[src/rtl/cp0_timer_intc_if.sv]
// CP0 register access port between the WB stage and the timer/interrupt block.
// Latency: write lands on the next clk edge; read data is combinational.
// Backpressure: none; every access completes in the cycle it is presented.
interface cp0_timer_intc_if;
  logic        reg_we;
  logic [7:0]  reg_addr;
  logic [31:0] reg_wdata;
  logic [31:0] reg_rdata;

  modport master (output reg_we, output reg_addr, output reg_wdata, input reg_rdata);
  modport slave  (input reg_we, input reg_addr, input reg_wdata, output reg_rdata);
endinterface

[src/rtl/cp0_timer_intc.sv]
// CP0 prescaled Count, NUM_CMP Compare channels (one-shot/periodic), sticky flags, Cause.IP.
// Latency: match at t -> timer_flag at t+1 -> cause_ip[7]/int_pending[7] at t+2.
// Backpressure: none; register accesses always accepted, outputs valid every cycle.
module cp0_timer_intc #(
  parameter int CNT_W    = 32,
  parameter int NUM_CMP  = 2,
  parameter int TICK_DIV = 2
) (
  input  logic               clk,
  input  logic               reset,
  cp0_timer_intc_if.slave    bus,
  input  logic [5:0]         ext_int_in,
  input  logic               status_ie,
  input  logic               status_exl,
  input  logic [7:0]         status_im,
  output logic [7:0]         cause_ip,
  output logic [NUM_CMP-1:0] timer_flag,
  output logic [7:0]         int_pending,
  output logic               int_req
);

  localparam logic [7:0] ADDR_COUNT = 8'h48;
  localparam logic [7:0] ADDR_CMP   = 8'h58;
  localparam logic [7:0] ADDR_PER   = 8'h5C;
  localparam logic [7:0] ADDR_CAUSE = 8'h68;
  localparam logic [7:0] ADDR_TCTL  = 8'hB0;

  logic [3:0]       presc;
  logic [CNT_W-1:0] count;
  logic [CNT_W-1:0] compare [NUM_CMP];
  logic [CNT_W-1:0] period  [NUM_CMP];
  logic [NUM_CMP-1:0] per_mode;
  logic [NUM_CMP-1:0] ch_en;
  logic             frz;

  logic               tick;
  logic               timer_any;
  logic               wr_count;
  logic               wr_cause;
  logic               wr_tctl;
  logic [NUM_CMP-1:0] wr_cmp;
  logic [NUM_CMP-1:0] wr_per;
  logic [NUM_CMP-1:0] match;

  // Frozen count also freezes the prescaler, so no tick can fire while FRZ is set.
  assign tick      = !frz && (presc == 4'(TICK_DIV - 1));
  assign timer_any = |timer_flag;
  assign wr_count  = bus.reg_we && (bus.reg_addr == ADDR_COUNT);
  assign wr_cause  = bus.reg_we && (bus.reg_addr == ADDR_CAUSE);
  assign wr_tctl   = bus.reg_we && (bus.reg_addr == ADDR_TCTL);

  // Per-channel write decode and compare match on registered state.
  always_comb begin
    wr_cmp = '0;
    wr_per = '0;
    match  = '0;
    for (int i = 0; i < NUM_CMP; i++) begin
      wr_cmp[i] = bus.reg_we && (bus.reg_addr == ADDR_CMP + 8'(i));
      wr_per[i] = bus.reg_we && (bus.reg_addr == ADDR_PER + 8'(i));
      match[i]  = ch_en[i] && (count == compare[i]);
    end
  end

  // Prescaler and Count; a COUNT write restarts the prescale period and beats the tick.
  always_ff @(posedge clk) begin
    if (reset) begin
      presc <= '0;
      count <= '0;
    end else if (wr_count) begin
      presc <= '0;
      count <= bus.reg_wdata[CNT_W-1:0];
    end else if (!frz) begin
      if (tick) begin
        presc <= '0;
        count <= count + CNT_W'(1);
      end else begin
        presc <= presc + 4'd1;
      end
    end
  end

  // Compare/period registers and sticky flags; a COMPARE write beats both match and reload.
  always_ff @(posedge clk) begin
    if (reset) begin
      timer_flag <= '0;
      for (int i = 0; i < NUM_CMP; i++) begin
        compare[i] <= '1;
        period[i]  <= '0;
      end
    end else begin
      for (int i = 0; i < NUM_CMP; i++) begin
        if (wr_per[i]) period[i] <= bus.reg_wdata[CNT_W-1:0];
        if (wr_cmp[i]) begin
          compare[i]    <= bus.reg_wdata[CNT_W-1:0];
          timer_flag[i] <= 1'b0;
        end else if (match[i]) begin
          timer_flag[i] <= 1'b1;
          if (per_mode[i]) compare[i] <= compare[i] + period[i];
        end
      end
    end
  end

  // TCTL: mode, enable and freeze bits; never touches flags or compares.
  always_ff @(posedge clk) begin
    if (reset) begin
      per_mode <= '0;
      ch_en    <= NUM_CMP'(1);
      frz      <= 1'b0;
    end else if (wr_tctl) begin
      per_mode <= bus.reg_wdata[NUM_CMP-1:0];
      ch_en    <= bus.reg_wdata[8 +: NUM_CMP];
      frz      <= bus.reg_wdata[16];
    end
  end

  // Cause.IP: hardware lines sampled every cycle, software bits only on a CAUSE write.
  always_ff @(posedge clk) begin
    if (reset) begin
      cause_ip <= '0;
    end else begin
      cause_ip[7]   <= ext_int_in[5] | timer_any;
      cause_ip[6:2] <= ext_int_in[4:0];
      if (wr_cause) cause_ip[1:0] <= bus.reg_wdata[9:8];
    end
  end

  assign int_pending = cause_ip & status_im & {8{status_ie & ~status_exl}};
  assign int_req     = |int_pending;

  // Read mux; unmapped addresses and channels beyond NUM_CMP return zero.
  always_comb begin
    bus.reg_rdata = '0;
    case (bus.reg_addr)
      ADDR_COUNT: bus.reg_rdata = 32'(count);
      ADDR_CAUSE: bus.reg_rdata = {1'b0, timer_any, 14'b0, cause_ip, 8'b0};
      ADDR_TCTL: begin
        bus.reg_rdata[NUM_CMP-1:0]  = per_mode;
        bus.reg_rdata[8 +: NUM_CMP] = ch_en;
        bus.reg_rdata[16]           = frz;
      end
      default: begin
        for (int i = 0; i < NUM_CMP; i++) begin
          if (bus.reg_addr == ADDR_CMP + 8'(i)) bus.reg_rdata = 32'(compare[i]);
          if (bus.reg_addr == ADDR_PER + 8'(i)) bus.reg_rdata = 32'(period[i]);
        end
      end
    endcase
  end

endmodule

[src/flat_wrapper.sv]
// flat-port wrapper written by rule: the top's interface ports become plain ports
module cp0_timer_intc_flat 
#(
  parameter int CNT_W    = 32,
  parameter int NUM_CMP  = 2,
  parameter int TICK_DIV = 2
)
  (clk, reset, ext_int_in, status_ie, status_exl, status_im, cause_ip, timer_flag, int_pending, int_req, bus_reg_we, bus_reg_addr, bus_reg_wdata, bus_reg_rdata);
  cp0_timer_intc_if bus_i ();
  input  logic clk;
  input  logic reset;
  input  logic [5:0] ext_int_in;
  input  logic status_ie;
  input  logic status_exl;
  input  logic [7:0] status_im;
  output logic [7:0] cause_ip;
  output logic [NUM_CMP-1:0] timer_flag;
  output logic [7:0] int_pending;
  output logic int_req;
  input wire logic [$bits(bus_i.reg_we)-1:0] bus_reg_we;
  input wire logic [$bits(bus_i.reg_addr)-1:0] bus_reg_addr;
  input wire logic [$bits(bus_i.reg_wdata)-1:0] bus_reg_wdata;
  output wire logic [$bits(bus_i.reg_rdata)-1:0] bus_reg_rdata;
  assign bus_i.reg_we = bus_reg_we;
  assign bus_i.reg_addr = bus_reg_addr;
  assign bus_i.reg_wdata = bus_reg_wdata;
  assign bus_reg_rdata = bus_i.reg_rdata;
  cp0_timer_intc #(.CNT_W(CNT_W), .NUM_CMP(NUM_CMP), .TICK_DIV(TICK_DIV)) u_core (.clk(clk), .reset(reset), .bus(bus_i), .ext_int_in(ext_int_in), .status_ie(status_ie), .status_exl(status_exl), .status_im(status_im), .cause_ip(cause_ip), .timer_flag(timer_flag), .int_pending(int_pending), .int_req(int_req));
endmodule
[config.mk]
export PLATFORM = sky130hd
export DESIGN_NAME = cp0_timer_intc_flat
export DESIGN_NICKNAME = d
export VERILOG_FILES = /design/src/rtl/cp0_timer_intc_if.sv /design/src/rtl/cp0_timer_intc.sv /design/src/flat_wrapper.sv
export SDC_FILE = /design/constraint.sdc
export NUM_CORES = 1
export LEC_CHECK = 0
export CAP_MARGIN = 5
export CORE_ASPECT_RATIO = 0.7
export CORE_MARGIN = 1.5
export CORE_UTILIZATION = 59
export DETAILED_ROUTE_END_ITERATION = 16
export GPL_ROUTABILITY_DRIVEN = 0
export PLACE_DENSITY = 0.91
export REMOVE_ABC_BUFFERS = 1
export SYNTH_ARGS = -nofsm -noshare
export SYNTH_HDL_FRONTEND = slang
export SYNTH_SLANG_ARGS = --single-unit
[constraint.sdc]
create_clock -name clk -period 5 [get_ports clk]
set_clock_uncertainty 0.05 [all_clocks]
set_input_delay 1.5 -clock clk [delete_from_list [all_inputs] [get_ports clk]]
set_output_delay 1.5 -clock clk [all_outputs]
set_load 0.02 [all_outputs]
# ---- Word level (Yosys, flattened, before mapping)
# Memory sizes are Yosys's and may differ from the RTL's.
# Cells that the tools add are included.
dict set report op_classes {
  add_sub_neg 4
  eq_ne 11
  n_mux 44
  n_bitwise 11
  n_reduce_logical 19
}
# op count
set ops {}
lappend ops {{2-to-1 mux 32 bit} 13}
lappend ops {{adder 32 bit} 2}
lappend ops {{== test 32 bit} 2}
lappend ops {{== test 8 x 7 -> 1 bit (second input constant)} 6}
lappend ops {{one-hot mux 15 bit (3 select lines)} 1}
lappend ops {{adder 32 x 1 -> 32 bit (second input constant)} 1}
lappend ops {{2-to-1 mux 1 bit} 24}
lappend ops {{one-hot mux 6 bit (3 select lines)} 1}
lappend ops {{bitwise AND 8 bit} 2}
lappend ops {{one-hot mux 2 bit (3 select lines)} 2}
lappend ops {{one-hot mux 6 bit (2 select lines)} 1}
lappend ops {{logical AND 1 bit} 10}
lappend ops {{OR reduction 2 bit} 5}
lappend ops {{== test 8 bit (second input constant)} 1}
lappend ops {{OR reduction 8 bit} 1}
lappend ops {{bitwise OR 1 bit} 7}
lappend ops {{adder 4 x 1 -> 4 bit (second input constant)} 1}
lappend ops {{== test 4 x 1 -> 1 bit (second input constant)} 1}
lappend ops {{2-to-1 mux 4 bit} 1}
lappend ops {{one-hot mux 1 bit (3 select lines)} 1}
lappend ops {{inequality test 2 bit (second input constant)} 1}
lappend ops {{AND reduction 2 bit} 1}
lappend ops {{nonzero test 2 bit} 1}
lappend ops {{bitwise AND 1 bit} 1}
lappend ops {{2 further kinds} 2}
dict set report word_totals {
  regBits 51
  ramBits 128
  input_bits 59
  output_inout_bits 51
  word_cells 100
  memories 2
}
# memory words word_bits read_ports rd_ports_with_merged_regs write_ports line
set memory_table {}
lappend memory_table {u_core.compare 2 32 2 0 2 cp0_timer_intc.sv:30} ;# logic [CNT_W-1:0] compare [NUM_CMP];
lappend memory_table {u_core.period 2 32 2 0 2 cp0_timer_intc.sv:31} ;# logic [CNT_W-1:0] period [NUM_CMP];

# ---- Depth between registers and ports, before layout
dict set report depth {
  depth_word 7
  ltp_mapped 13
  mapped_depth_nobuf 13
}

# ---- Worst setup path after synthesis
# No wires, ideal clock.
dict set report synth_timing {
  kind {input to output}
  from {input port bus_reg_addr[2]}
  to {output port bus_reg_rdata[17]}
  t_arrival_ns 3.278
  required_ns 3.450
  setup_slack_ns 0.172
  stages 4
  n_path_buf 2
  cell_sequence {buf_1 buf_1 mux4_2 a22o_1}
}
dict set report synth_between {
  elab_chain_len 6
  elab_cells_between_ends 12
  classes_between {eq/ne: 7; mux: 5}
}
# item line
set synth_lines {}
lappend synth_lines {{start, declared} flat_wrapper.sv:21} ;# input wire logic [$bits(bus_i.reg_addr)-1:0] bus_reg_addr;
lappend synth_lines {{== test 8 x 7 -> 1 bit} cp0_timer_intc.sv:144} ;# if (bus.reg_addr == ADDR_CMP + 8'(i)) bus.reg_rdata = 32'(compare[i]);
lappend synth_lines {{2-to-1 mux 32 bit} cp0_timer_intc.sv:144}
lappend synth_lines {{2-to-1 mux 32 bit} cp0_timer_intc.sv:145} ;# if (bus.reg_addr == ADDR_PER + 8'(i)) bus.reg_rdata = 32'(period[i]);
lappend synth_lines {{2-to-1 mux 32 bit} cp0_timer_intc.sv:144}
lappend synth_lines {{2-to-1 mux 32 bit} cp0_timer_intc.sv:145}
lappend synth_lines {{one-hot mux 15 bit (3 select lines) (*)} cp0_timer_intc.sv:134} ;# case (bus.reg_addr)
lappend synth_lines {{end, declared} flat_wrapper.sv:23} ;# output wire logic [$bits(bus_i.reg_rdata)-1:0] bus_reg_rdata;
# Every way passes the cells marked *; elsewhere a longest branch is shown, timed or not.

# ---- Final worst setup path
dict set report layout_timing {
  from {input port bus_reg_addr[1]}
  to {output port bus_reg_rdata[2]}
}
dict set report layout_between {
  elab_chain_len 6
  elab_cells_between_ends 13
  classes_between {eq/ne: 7; mux: 5; reduce/logical: 1}
}
# item line
set layout_lines {}
lappend layout_lines {{== test 8 x 7 -> 1 bit} cp0_timer_intc.sv:144}
lappend layout_lines {{2-to-1 mux 32 bit} cp0_timer_intc.sv:144}
lappend layout_lines {{2-to-1 mux 32 bit} cp0_timer_intc.sv:145}
lappend layout_lines {{2-to-1 mux 32 bit} cp0_timer_intc.sv:144}
lappend layout_lines {{2-to-1 mux 32 bit} cp0_timer_intc.sv:145}
lappend layout_lines {{one-hot mux 6 bit (2 select lines) (*)} cp0_timer_intc.sv:134}
# Marked as above.

==> impl_metrics.yaml <==
cells_and_area:
  nets: 1483
  drive_gt1_share_pct: 11.0
  fin_area_um2: 14400
  final_core_utilization_pct: 71.9
  syn_to_final_growth_pct: 17.8
  fin_cells: 1640
  n_antenna_cell: 0
clocking:
  clock_sinks: 179
  cts_tree: "done"
  clkTransAtPathRegs_ns: 0.07
  clk_latency_ns: 0.45
  cts_max_path_buffers: 2
  cts_made_buffers: 17
  root_buffer: "clkbuf_16"
  htree_levels: 4
sta:
  worst_slew_pin_slew_ns: 1.30
  fin_crit_ns: 5.00
  fin_crit_sh_pct: 99.9
  whs_ns: 0.451
  tns_ns: 0
  fmax_ghz: 0.200
  hold_violations: 0
  final-setup-viol-count: 0
  slew_violations: 0
  relSlewSlack_pct: 13.4
min_path:
  whs_endpoint: "u_core.ch_en[1]$_SDFFE_PP0P_"
  min_path_type: "register to register"
  min_path_cells: 2
  min_from: "u_core.ch_en[1]$_SDFFE_PP0P_"
setup_path:
  required_ns: 3.45
  crit_fanout: 10
  cp-end-kind: "output port"
  r2r-end: "u_core.compare[1][30]$_DFFE_PP_"
  startpoint_type: "input pin"
  ff2ff_setup_slack_ns: 0.88
  reg2reg_depth: 13
  arrival_ns: 3.45
  crit-reg2reg-launch: "u_core.compare[1][0]$_DFFE_PP_"
  critPathKind: "input pin to output port"
global_route:
  grt_use_total_pct: 39.3
  grt_overflow: 0
  antenna_found_initial: 0
  grt_first_pass_wirelength_um: 63200
  grt_pass1_vias: 10900
  grt_max_degree: 60
place:
  port_buffers: 109
  dp_hpwl_um: 30200
  placed_cells_incl_taps: 1602
  placed_cell_area_um2: 13800
synth:
  synth_seq_cells: 179
  synthFlopType: "edfxtp_1"
  async_reset_ff_share_pct: 0
  synth_most_common_cell: "edfxtp_1"
  seq_area_frac_synth_pct: 39.7
  yosys.area.top_type_share_pct: 31.4
  synth_area_leaders: "edfxtp_1 (31%), dfxtp_1 (8.3%), xor2_1 (7.4%), ha_1 (6.6%), a21oi_1 (4.8%)"
  synth_commonest_cells: "edfxtp_1 (128), a21oi_1 (117), xor2_1 (104)"
  synthXorXnorAreaFrac_pct: 10.6
  syn_area_per_cell_um2: 9.71
  synth_edf_count: 128
  synthAdderAreaFrac_pct: 6.96
  syn_area_um2: 12300
  synthMuxAreaShare_pct: 6.39
  synth_cells: 1262
  synth-compound-area-share_pct: 16.7
  yosys_warnings: 0
  synth_simple_gate_area_share_pct: 16.5
  synth_top_family_by_area: "compound AO/OA/AOI/OAI gates"
  synth_top_area_cell: "edfxtp_1"
  yosysUniqueCellTypes: 72
floorplan:
  io_pins: 110
  die_x_um: 175
  start_util_pct: 61.1
  rows: 43
  dieHeight_um: 124
  die_area_um2: 21700
  coreArea_um2: 20100
power_and_ir_drop:
  p_per_area_nw_per_um2: 256
  ir_drop_mv: 0.266
  power.leakage_nw: 5.10
routing:
  firstDrtPassIters: 7
  avgRoutedWirePerCell_um: 25.7
  route.detailed.drc: 0
  routed_wl_um: 42200
  routed-via-count: 11600
  ant_nets: 0
  drt_iter0_drc: 1929
  viasPerCell: 7.05
outcome:
  outcome: "completed"
flow_run:
  maxCapViolCount: 0
## how the worst max path moves through the flow
stage,slack [ns],to,cells after the start,from
6_report,0.003,bus_reg_rdata[2],8,bus_reg_addr[1]
5_1_grt,-0.01,bus_reg_rdata[2],8,bus_reg_addr[1]
4_1_cts,0.001,bus_reg_rdata[21],7,bus_reg_addr[4]
3_5_place_dp,-0.55,bus_reg_rdata[19],9,bus_reg_addr[7]
3_3_place_gp,-0.54,bus_reg_rdata[6],6,bus_reg_addr[6]
2_1_floorplan,-1.34,u_core.period[0][0]$_DFFE_PP_,5,bus_reg_addr[7]
## cell usage in the layout (no fill, tap or decap), types with 4 or more instances in the layout
cell type / netlist / routed
clkdlybuf4s15_1: 0 / 4
nor2b_1: 13 / 13
mux4_2: 26 / 26
dlygate4sd2_1: 0 / 20
a22o_1: 14 / 14
a31oi_1: 4 / 4
a22oi_1: 15 / 15
ha_1: 65 / 65
xor2_1: 104 / 104
buf_12: 0 / 9
edfxtp_1: 128 / 128
o21a_1: 12 / 12
buf_2: 8 / 7
a211oi_1: 36 / 36
inv_1: 21 / 20
nand3_1: 27 / 26
xnor2_1: 45 / 45
and3_1: 19 / 18
o21ai_0: 68 / 66
buf_4: 1 / 38
nor2_1: 74 / 72
nand2b_1: 10 / 10
mux2_2: 6 / 6
clkdlybuf4s50_1: 0 / 70
clkdlybuf4s15_2: 0 / 5
dfxtp_1: 51 / 51
or3_1: 6 / 5
a21oi_1: 117 / 117
mux2i_1: 13 / 13
nor3_1: 64 / 64
clkbuf_16: 0 / 17
and2_1: 35 / 35
nand2_1: 101 / 100
nor4_1: 19 / 19
nand4_1: 12 / 12
a21o_1: 19 / 19
## cell type report
class	instances	area [um2]
fillers	1345	5630
flip-flops and latches	179	4860
repair buffers	155	1490
inverters	21	78.8
well taps	270	338
clock buffers	18	429
clock inverters	14	178
multi-input cells	983	7060
## where the power goes
group | internal (mW) | switching (mW) | leakage [nW]
clock | 0.795 | 0.642 | 0.286
sequential | 1.63 | 0.0472 | 1.49
combinational | 0.245 | 0.335 | 3.32
## metrics by stage
| stage | worst slack, ns | power [mW] |
|---|---|---|
| final | 0.00322 | 3.69 |
| after global routing | -0.0144 | 3.76 |
| after CTS | 0.000964 | 3.64 |
| after detailed placement | -0.548 | 2.25 |
| after global placement | -0.539 | 2.23 |
| after floorplan | -1.34 | 2.02 |
## metal layers
metal / up-vias / GRT usage [%] / part of all wire [%]
li1: 4867 / - / -
met1: 5326 / 50.6 / 35
met2: 1133 / 58.5 / 42
met3: 238 / 15.7 / 18
met4: 0 / 18.6 / 5.2
met5: - / 0 / 0
## flip-flops by register name (all words and copies together), names as in the netlist
register           cells
u_core.compare        64
u_core.period         64
u_core.count          32
u_core.cause_ip        8
u_core.presc           4
u_core.ch_en           2
u_core.per_mode        2
u_core.timer_flag      2
u_core.frz             1
## cells by family after synthesis
group | count (synthesis)
AO/OA/AOI/OAI | 322
XOR/XNOR | 149
adder cells (fa/ha/maj) | 67
buffers and inverters | 100
flip-flops | 179
multiplexers | 45
AND/OR/NAND/NOR | 400
## timing repair
action                                  in CTS  in global routing
pin swaps                                    2                  1
resized for setup                           78                 12
hold buffers                                 0                  0
endpoints found under the setup margin      32                 16
buffers inserted                             2                  4
## worst max-delay path, stage by stage
cell	delay (ns)
dlygate4sd2_1	0.27
or3_1	0.39
or3_4	0.38
nor2_4	0.14
buf_12	0.15
buf_12	0.15
a22o_1	0.14
dlygate4sd2_1	0.32
Note: power is estimated with default switching activity, not from simulation.
